## src/rtl/hazard_ctrl_param_if.sv

```systemverilog
// Hazard controller bundle: pipeline status in, latch enables/flushes out.
// master = datapath side, slave = hazard controller.
interface hazard_ctrl_param_if #(
   parameter int REG_W = 5,
   parameter int CNT_W = 32
);
   logic             ihit;
   logic             dhit;
   logic             dmem_req_mem;
   logic             load_ex;
   logic [REG_W-1:0] rd_ex;
   logic [REG_W-1:0] rs_id;
   logic [REG_W-1:0] rt_id;
   logic             uses_rt_id;
   logic             jump_id;
   logic             br_taken_mem;
   logic             halt_wb;
   logic             enable_IF_ID;
   logic             enable_ID_EX;
   logic             enable_EX_MEM;
   logic             enable_MEM_WB;
   logic             flush_IF_ID;
   logic             flush_ID_EX;
   logic             flush_EX_MEM;
   logic             flush_MEM_WB;
   logic             pc_en;
   logic             halted;
   logic [CNT_W-1:0] stall_cycles;

   modport master (
      output ihit, dhit, dmem_req_mem, load_ex,
      output rd_ex, rs_id, rt_id, uses_rt_id,
      output jump_id, br_taken_mem, halt_wb,
      input  enable_IF_ID, enable_ID_EX,
      input  enable_EX_MEM, enable_MEM_WB,
      input  flush_IF_ID, flush_ID_EX,
      input  flush_EX_MEM, flush_MEM_WB,
      input  pc_en, halted, stall_cycles
   );

   modport slave (
      input  ihit, dhit, dmem_req_mem, load_ex,
      input  rd_ex, rs_id, rt_id, uses_rt_id,
      input  jump_id, br_taken_mem, halt_wb,
      output enable_IF_ID, enable_ID_EX,
      output enable_EX_MEM, enable_MEM_WB,
      output flush_IF_ID, flush_ID_EX,
      output flush_EX_MEM, flush_MEM_WB,
      output pc_en, halted, stall_cycles
   );
endinterface

```

## src/rtl/hazard_ctrl_param.sv

```systemverilog
// 5-stage pipeline hazard controller: load-use bubbles, branch/jump
// flushes, dmem wait freeze, sticky halt, saturating stall counter.
module hazard_ctrl_param #(
   parameter int REG_W      = 5,
   parameter int LU_BUBBLES = 1,
   parameter int CNT_W      = 32
) (
   input logic                CLK,
   input logic                nRST,
   hazard_ctrl_param_if.slave hz
);
   typedef enum logic {RUN, BUBBLE} state_t;

   state_t           state;
   logic [1:0]       bcnt;
   logic             halted_q;
   logic [CNT_W-1:0] stall_q;

   logic [REG_W-1:0] rd;
   logic mem_wait, adv, lu_haz;
   logic en_if, en_id, en_ex, en_wb;
   logic fl_if, fl_id, fl_ex, fl_wb;
   logic pc;

   assign rd       = hz.rd_ex;
   assign mem_wait = hz.dmem_req_mem & ~hz.dhit;
   assign adv      = hz.ihit & ~mem_wait;
   assign lu_haz   = hz.load_ex && (rd != '0) &&
                     ((rd == hz.rs_id) ||
                      (hz.uses_rt_id && (rd == hz.rt_id)));

   always_comb begin
      en_if = 1'b0;
      en_id = 1'b0;
      en_ex = 1'b0;
      en_wb = 1'b0;
      fl_if = 1'b0;
      fl_id = 1'b0;
      fl_ex = 1'b0;
      fl_wb = 1'b0;
      pc    = 1'b0;
      if (nRST && !halted_q && !mem_wait) begin
         if (!adv) begin
            // let a completed memory op retire without re-issuing it
            en_ex = hz.dhit;
            en_wb = hz.dhit;
            fl_ex = hz.dhit;
         end else if (hz.br_taken_mem) begin
            en_if = 1'b1;
            en_id = 1'b1;
            en_ex = 1'b1;
            en_wb = 1'b1;
            pc    = 1'b1;
            fl_if = 1'b1;
            fl_id = 1'b1;
            fl_ex = 1'b1;
         end else if (state == BUBBLE || lu_haz) begin
            en_id = 1'b1;
            fl_id = 1'b1;
            en_ex = 1'b1;
            en_wb = 1'b1;
         end else begin
            en_if = 1'b1;
            en_id = 1'b1;
            en_ex = 1'b1;
            en_wb = 1'b1;
            pc    = 1'b1;
            fl_if = hz.jump_id;
         end
      end
   end

   always_ff @(posedge CLK or negedge nRST) begin
      if (!nRST) begin
         state    <= RUN;
         bcnt     <= '0;
         halted_q <= 1'b0;
         stall_q  <= '0;
      end else if (!halted_q) begin
         if (!pc && stall_q != '1)
            stall_q <= stall_q + 1'b1;
         if (adv) begin
            if (hz.halt_wb)
               halted_q <= 1'b1;
            if (hz.br_taken_mem) begin
               state <= RUN;
               bcnt  <= '0;
            end else if (state == BUBBLE) begin
               if (bcnt == 2'd1)
                  state <= RUN;
               bcnt <= bcnt - 2'd1;
            end else if (lu_haz && LU_BUBBLES > 1) begin
               state <= BUBBLE;
               bcnt  <= 2'(LU_BUBBLES - 1);
            end
         end
      end
   end

   assign hz.enable_IF_ID  = en_if;
   assign hz.enable_ID_EX  = en_id;
   assign hz.enable_EX_MEM = en_ex;
   assign hz.enable_MEM_WB = en_wb;
   assign hz.flush_IF_ID   = fl_if;
   assign hz.flush_ID_EX   = fl_id;
   assign hz.flush_EX_MEM  = fl_ex;
   assign hz.flush_MEM_WB  = fl_wb;
   assign hz.pc_en         = pc;
   assign hz.halted        = halted_q;
   assign hz.stall_cycles  = stall_q;
endmodule

```

## src/flat_wrapper.sv

```systemverilog
// flat-port wrapper written by rule: the top's interface ports become plain ports
module hazard_ctrl_param_flat 
#(
   parameter int REG_W      = 5,
   parameter int LU_BUBBLES = 1,
   parameter int CNT_W      = 32
)
  (CLK, nRST, hz_ihit, hz_dhit, hz_dmem_req_mem, hz_load_ex, hz_rd_ex, hz_rs_id, hz_rt_id, hz_uses_rt_id, hz_jump_id, hz_br_taken_mem, hz_halt_wb, hz_enable_IF_ID, hz_enable_ID_EX, hz_enable_EX_MEM, hz_enable_MEM_WB, hz_flush_IF_ID, hz_flush_ID_EX, hz_flush_EX_MEM, hz_flush_MEM_WB, hz_pc_en, hz_halted, hz_stall_cycles);
  hazard_ctrl_param_if #(.REG_W(REG_W), .CNT_W(CNT_W)) hz_i ();
  input logic CLK;
  input logic nRST;
  input wire logic [$bits(hz_i.ihit)-1:0] hz_ihit;
  input wire logic [$bits(hz_i.dhit)-1:0] hz_dhit;
  input wire logic [$bits(hz_i.dmem_req_mem)-1:0] hz_dmem_req_mem;
  input wire logic [$bits(hz_i.load_ex)-1:0] hz_load_ex;
  input wire logic [$bits(hz_i.rd_ex)-1:0] hz_rd_ex;
  input wire logic [$bits(hz_i.rs_id)-1:0] hz_rs_id;
  input wire logic [$bits(hz_i.rt_id)-1:0] hz_rt_id;
  input wire logic [$bits(hz_i.uses_rt_id)-1:0] hz_uses_rt_id;
  input wire logic [$bits(hz_i.jump_id)-1:0] hz_jump_id;
  input wire logic [$bits(hz_i.br_taken_mem)-1:0] hz_br_taken_mem;
  input wire logic [$bits(hz_i.halt_wb)-1:0] hz_halt_wb;
  output wire logic [$bits(hz_i.enable_IF_ID)-1:0] hz_enable_IF_ID;
  output wire logic [$bits(hz_i.enable_ID_EX)-1:0] hz_enable_ID_EX;
  output wire logic [$bits(hz_i.enable_EX_MEM)-1:0] hz_enable_EX_MEM;
  output wire logic [$bits(hz_i.enable_MEM_WB)-1:0] hz_enable_MEM_WB;
  output wire logic [$bits(hz_i.flush_IF_ID)-1:0] hz_flush_IF_ID;
  output wire logic [$bits(hz_i.flush_ID_EX)-1:0] hz_flush_ID_EX;
  output wire logic [$bits(hz_i.flush_EX_MEM)-1:0] hz_flush_EX_MEM;
  output wire logic [$bits(hz_i.flush_MEM_WB)-1:0] hz_flush_MEM_WB;
  output wire logic [$bits(hz_i.pc_en)-1:0] hz_pc_en;
  output wire logic [$bits(hz_i.halted)-1:0] hz_halted;
  output wire logic [$bits(hz_i.stall_cycles)-1:0] hz_stall_cycles;
  assign hz_i.ihit = hz_ihit;
  assign hz_i.dhit = hz_dhit;
  assign hz_i.dmem_req_mem = hz_dmem_req_mem;
  assign hz_i.load_ex = hz_load_ex;
  assign hz_i.rd_ex = hz_rd_ex;
  assign hz_i.rs_id = hz_rs_id;
  assign hz_i.rt_id = hz_rt_id;
  assign hz_i.uses_rt_id = hz_uses_rt_id;
  assign hz_i.jump_id = hz_jump_id;
  assign hz_i.br_taken_mem = hz_br_taken_mem;
  assign hz_i.halt_wb = hz_halt_wb;
  assign hz_enable_IF_ID = hz_i.enable_IF_ID;
  assign hz_enable_ID_EX = hz_i.enable_ID_EX;
  assign hz_enable_EX_MEM = hz_i.enable_EX_MEM;
  assign hz_enable_MEM_WB = hz_i.enable_MEM_WB;
  assign hz_flush_IF_ID = hz_i.flush_IF_ID;
  assign hz_flush_ID_EX = hz_i.flush_ID_EX;
  assign hz_flush_EX_MEM = hz_i.flush_EX_MEM;
  assign hz_flush_MEM_WB = hz_i.flush_MEM_WB;
  assign hz_pc_en = hz_i.pc_en;
  assign hz_halted = hz_i.halted;
  assign hz_stall_cycles = hz_i.stall_cycles;
  hazard_ctrl_param #(.REG_W(REG_W), .LU_BUBBLES(LU_BUBBLES), .CNT_W(CNT_W)) u_core (.CLK(CLK), .nRST(nRST), .hz(hz_i));
endmodule
```

## config.mk

```make
export PLATFORM = sky130hd
export DESIGN_NAME = hazard_ctrl_param_flat
export DESIGN_NICKNAME = d
export VERILOG_FILES = /design/src/rtl/hazard_ctrl_param_if.sv /design/src/rtl/hazard_ctrl_param.sv /design/src/flat_wrapper.sv
export SDC_FILE = /design/constraint.sdc
export NUM_CORES = 1
export LEC_CHECK = 0
export CORE_ASPECT_RATIO = 1.75
export CORE_MARGIN = 4
export CORE_UTILIZATION = 25
export CTS_CLUSTER_SIZE = 20
export DETAILED_ROUTE_END_ITERATION = 6
export PLACE_DENSITY = 0.44
export SLEW_MARGIN = 0
export SYNTH_ARGS = -nofsm -noshare
export SYNTH_HDL_FRONTEND = slang
export SYNTH_SLANG_ARGS = --single-unit
export TNS_END_PERCENT = 20
```

## constraint.sdc

```tcl
create_clock -name CLK -period 2.4 [get_ports CLK]
set_input_delay 0.36 -clock CLK [delete_from_list [all_inputs] [get_ports CLK]]
set_output_delay 0.36 -clock CLK [all_outputs]
set_load 0.02 [all_outputs]
```

==> results.md, run 1 <==
* Status: completed
* Synth area leader: dfrtp_1
* Clock Skews at between 6 and 7 ps
* CP delay by family, top: buffers and inverters
* Cells taking the most area after synthesis: dfrtp_1, xor2_1, nor3_2
* Most frequent cells after synthesis: dfrtp_1, xor2_1, nor3_2, nand3_1, nor2_1
* CP required at about 2000 ps
* CTS sink count at 36
* Synth cell types at 40
* DR vias/cell at around 4.5
* CP max-delay cell: clkdlybuf4s50_1
* Most used cell, CP: buf_4
* Tcrit/Tclk final at between 90 and 100%
* Worst Hold Class: in2async
* Final setup violation count at 0
* Reg2Reg Launch Point: u_core.hz.stall_cycles[0]$_DFFE_PN0P_
* Sequential area share after synthesis at a little over two fifths
* CP peak stage delay at between 400 and 500 ps
* Startpoint Class: input port
* H-tree depth at 2
* Post-synth top flop: dfrtp_1
* Global-route wire length before repair at about 10,000 um
* R2R Setup Slk at roughly 280 ps
* Iteration-0 DRC Markers at 40
* Synth warn at 0
* Arrival time worst endpoint at between 1500 and 2000 ps
* Worst Path Max Fanout at 4
* Hpwl dp at approximately 5000 um
* Fillers at around 850
* Final Hold Fails at 0
* Number of synthesized flops with an enable pin at 0
* Initial core utilization at between 20% and 30%
* Area share of the largest cell type after synthesis at a little over two fifths
* Post-Synthesis Cell Area at ~2100 um2
* Finished Core Util at 39.4%
* DIE AREA at between 10,000 and 15,000 um2
* Reg-to-Reg End: u_core.hz.stall_cycles[12]$_DFFE_PN0P_
* Max Cap Viol at 0
* Clock Path Buffers at 2
* Clk_lat worst skew at 280 ps
* Tot GR Track Use at between 10% and 20%
* Worst Path Buf+Inv at 4
* Leakage at ~0.0013 uW
* Top-count cell post-synth: dfrtp_1
* Max VDD drop at about 0.77 mV
* Fmax achieved at roughly 430 MHz
* CP Capture Type: output pin
* Worst path cell trace: clkdlybuf4s50_1 > buf_4 > o21ai_2 > nor2_2 > a2111oi_4 > buf_4 > o21a_1 > buf_6
* Buffers on Ports at 65
* Vias in the first global route at between 1,500 and 2,000
* Initial antenna violation count at 0
* Avg Cell Area, Syn at between 10 and 15 um2
* CTS tree: done
* R2R cell count at 7
* PD cells at around 730 nW/um2
* WL/cell at about 16 um
* DRC violations left at 0
* Inserted Clock Buffers at 5
* First-pass DRT Iterations at 4
* CTS root buf: clkbuf_16
* Die W at 78.0 um
* Final min period at ~2300 ps
* Yosys reg bits at 36
* CTS clk-pin slew, worst paths at ~60 ps
* Finished Layout Cells at 409
* Core Box Area at between 8000 and 9000 um2
* RSZ-0062 raised after global routing: no
* Die Y at 130 um
* Routed vias at between 1,500 and 2,000
* Share of layout cells above drive strength 1 at about 26%
* ANT cells at 0
* Max-slew violations at 0
* Cell count after synthesis at 202
* Placed insts at 400
* Pin count of the biggest net entering global routing at 37
* Syn Nets at 229
* GP Congestion at 0.730
* FFs w/ async S/R, synth at 100%
* Post-Route WL at about 6500 um
* I/O pin cnt at 67
* Nets@finish at between 300 and 400
* Rows at 44
* Post-DRT Antenna Nets at 0
* Total congestion overflow at 0
* Overall power at between 2000 and 2500 uW
* Area Overhead vs Synth at 52.9%
* WS Path Type: in2out
## layout by cell type (no fill, tap or decap), drive strengths merged, types with 12 or more instances in the layout
master	n
buf	31
clkdlybuf4s50	55
dfrtp	36
nand2	12
nand3	15
nor2	15
nor3	18
xor2	31
## registers in the layout (all words and copies together), names as in the netlist
signal and cells:
u_core.hz.halted 1, u_core.hz.stall_cycles 32, u_core.state 1, u_core.bcnt 2
## cell type report
type,instances,area (um2),share of cell area (%)
timing repair buffer,92,845,25.8
multi-input combinational,154,1190,36.3
clock inverter,1,30.0,0.917
tap,115,144,4.39
sequential,36,901,27.5
inverter,4,15.0,0.459
clock buffer,7,153,4.66
## worst max path at each step
stage / to / cells past startpoint / start
6_report: hz_flush_IF_ID / 8 / hz_rd_ex[1]
5_1_grt: u_core.hz.stall_cycles[13]$_DFFE_PN0P_ / 10 / hz_rd_ex[1]
4_1_cts: hz_flush_IF_ID / 8 / hz_rd_ex[4]
3_5_place_dp: hz_flush_IF_ID / 8 / hz_rd_ex[3]
3_3_place_gp: hz_flush_IF_ID / 8 / hz_rd_ex[3]
2_1_floorplan: hz_flush_IF_ID / 6 / hz_rd_ex[0]
## stage by stage
stage               TNS (ps)  setup WS, ps  hold WS, ps  area, um2
CTS                    -66.2         -65.0          192       3260
finish                     0          65.4          160       3270
global route               0          4.03          220       3270
detailed placement    -13490          -769          474       3070
global placement      -12930          -748          482       3070
floorplan                  0          27.3         64.4       2140
## logic make-up (layout without fill, tap and decap cells)
kind of cell,count (synthesis),after routing,synth area share [%]
multiplexers,2,2,1.23
AND/OR/NAND/NOR,92,92,28.0
buffers and inverters,12,104,3.85
AO/OA/AOI/OAI,16,16,6.72
flip-flops,36,36,42.1
adder cells (fa/ha/maj),2,2,1.17
XOR/XNOR,41,41,16.8
other,1,1,0.175
## layer usage
| layer | vias up | track usage, % | share of wire (%) |
|---|---|---|---|
| met5 | - | 0 | 0 |
| met4 | 0 | 4.94 | 1.6 |
| met3 | 6 | 3.57 | 5.9 |
| met2 | 56 | 25.2 | 56 |
| met1 | 889 | 13.5 | 37 |
| li1 | 894 | - | - |
## what timing repair did
item,in CTS,in global routing
hold buffers,0,0
resized for setup,27,10
pin swaps,2,4
buffers inserted,1,0
setup endpoints to repair,26,10
## report_power, final
part / switching, uW / total, uW / internal, uW
clock network: 250 / 797 / 547
logic: 379 / 755 / 375
registers: 125 / 839 / 714
Power figures use the tool's default switching activity.
==> inputs of run 2 (changes only) <==
--- a/config.mk
+++ b/config.mk
@@ -7,11 +7,10 @@
 export LEC_CHECK = 0
 export CORE_ASPECT_RATIO = 1.75
 export CORE_MARGIN = 4
-export CORE_UTILIZATION = 25
+export CORE_UTILIZATION = 47
 export CTS_CLUSTER_SIZE = 20
 export DETAILED_ROUTE_END_ITERATION = 6
-export PLACE_DENSITY = 0.44
-export SLEW_MARGIN = 0
+export PLACE_DENSITY = 0.77
 export SYNTH_ARGS = -nofsm -noshare
 export SYNTH_HDL_FRONTEND = slang
 export SYNTH_SLANG_ARGS = --single-unit
==> run 2 against run 1 <==
Net effect:
- critical endpoint is now hz_enable_ID_EX
- power decreased by 17%
- clock skew about the same
- combinational power decreased by 5.8%
- clock power decreased by 46%
- sequential cell count unchanged
- non-clock buffer count unchanged
- cell count decreased by 16%
- core utilization increased by 32 points
- register-to-register slack got worse by 20 ps
- fmax decreased by 0.28%
==> results.md, run 2 (same netlist as run 1, synthesis figures left out) <==
* Hold_buf cts at 0
* Total internal power at 1310 uW
* Vias in the first global route at about 2,000
* Startpoint Class: input port
* Fmax achieved at 427 MHz
* Clock power share at a little over a fifth
* I/O pin cnt at 67
* Most frequent cells in the layout: clkdlybuf4s50_1, dfrtp_1, xor2_1, buf_4, nor3_2
* Sw Ratio at around 34%
* Worst Hold Class: in2async
* Cell area after layout at 3140 um2
* Post-DRT Antenna Nets at 0
* Overall power at 1990 uW
* Rows at 32
* Clk_lat worst skew at about 280 ps
* H-tree depth at 2
* Place WS at -651 ps
* Status: completed
* CTS root buf: clkbuf_8
* Total congestion overflow at 0
* P_sw at about 700 uW
* DRC violations left at 0
* Nets@finish at 320
* Iteration-0 DRC Markers at 30
* DIE AREA at 5740 um2
* Reg2Reg Launch Point: u_core.hz.stall_cycles[0]$_DFFE_PN0P_
* Clock Path Buffers at 2
* DR vias/cell at about 5.4
* Most common cell after layout, fill and taps aside: clkdlybuf4s50_1
* Hpwl dp at about 4200 um
* First-pass DRT Iterations at 4
* R2R cell count at 6
* Initial core utilization at about half
* Setup ws final at 58.7 ps
* Post-Route WL at ~5600 um
* WS Path Type: in2out
* Max VDD drop at between 0.6 and 0.7 mV
* Final Hold Fails at 0
* Initial antenna violation count at 0
* GP Congestion at about 0.77
* PD cells at 634 nW/um2
* Share of layout cells above drive strength 1 at a little under a quarter
* CTS sink count at 36
* CTS tree: done
* WL/cell at between 15 and 20 um
* Area Overhead vs Synth at 46.7%
* Tot GR Track Use at between 20% and 30%
* Reg power frac at a little over two fifths
* Die Y at 97.3 um
* Area after DPL at just under 3000 um2
* R2R Setup Slk at 260 ps
* Global-route wire length before repair at about 9500 um
* ANT cells at 0
* Logic pwr share at between 30 and 40%
* Arrival time worst endpoint at roughly 2000 ps
* Reg-to-Reg End: u_core.hz.stall_cycles[1]$_DFFE_PN0P_
* Core Box Area at ~4400 um2
* Routed vias at 1,865
* Final setup violation count at 0
* CP required at 2040 ps
* Largest register FFs at 32
* Die W at just under 60 um
* CTS clk-pin slew, worst paths at approximately 70 ps
* Inserted Clock Buffers at 5
* Buffers on Ports at between 60 and 70
* Fin Hold WS at approximately 160 ps
* Max Cap Viol at 0
* Clock Skews at a little over 6 ps
* Worst Path Max Fanout at 3
* Max-slew violations at 0
* CP Capture Type: output pin
* Tcrit/Tclk final at a little over nine tenths
* Fillers at around 340
* Final min period at 2340 ps
* Pin count of the biggest net entering global routing at 37
* Leakage at approximately 0.0013 uW
run 2: power groups by stage:
stage	Clock (uW)	Sequential (uW)	Combinational, uW
finish	434	847	711
global route	481	871	774
CTS	447	848	720
detailed placement	0	857	714
global placement	0	854	707
floorplan	0	981	191
run 2: worst max-delay path by stage:
stage                           start                                      to
after global routing      hz_rd_ex[1]  u_core.hz.stall_cycles[17]$_DFFE_PN0P_
after CTS                 hz_rd_ex[4]                         hz_enable_IF_ID
after global placement    hz_rd_ex[0]                                hz_pc_en
after detailed placement  hz_rd_ex[0]                         hz_enable_IF_ID
after floorplan           hz_rd_ex[0]                          hz_flush_IF_ID
final                         hz_ihit                         hz_enable_ID_EX
run 2: what timing repair did:
item                       4_1_cts  5_1_grt
cloned                           1        0
pin swaps                        4        4
setup endpoints to repair       29       18
gates resized for setup         30        4
buffers inserted                 1        4
run 2: final cells by class:
type	instances	area (um2)	area share, %
multi-input combinational	154	1180	37.7
sequential	36	901	28.7
timing repair buffer	92	887	28.2
clock buffer	8	90.1	2.87
tap	51	63.8	2.03
inverter	4	15.0	0.478
run 2: critical path: stages:
cell             delay, ps
clkdlybuf4s50_1        470
o21ai_0                 90
buf_4                  160
buf_4                  130
nor2_1                 140
clkdlybuf4s50_1        630
run 2: metrics by stage:
step | utilization, % | instances | setup TNS, ps
floorplan | - | 202 | 0
global placement | 67.2 | 332 | -12730
detailed placement | 67.2 | 332 | -14240
CTS | 70.4 | 341 | 0
global route | 71.3 | 345 | -3.60
finish | 71.3 | 345 | 0
run 2: per-layer routing:
layer	vias up	GRT usage [%]	part of all wire, %
met3	5	4.39	3.7
met2	45	40.2	60
met5	-	0	0
met1	915	22.3	36
li1	900	-	-
met4	0	5.06	0.88
==> inputs of run 3 (changes only) <==
--- a/config.mk
+++ b/config.mk
@@ -8,9 +8,11 @@
 export CORE_ASPECT_RATIO = 1.75
 export CORE_MARGIN = 4
 export CORE_UTILIZATION = 47
+export CTS_CLUSTER_DIAMETER = 200
 export CTS_CLUSTER_SIZE = 20
 export DETAILED_ROUTE_END_ITERATION = 6
 export PLACE_DENSITY = 0.77
+export SLEW_MARGIN = 25
 export SYNTH_ARGS = -nofsm -noshare
 export SYNTH_HDL_FRONTEND = slang
 export SYNTH_SLANG_ARGS = --single-unit
==> results of run 3 <==
The final DEF is identical to that of run 2; final timing and power are the same.
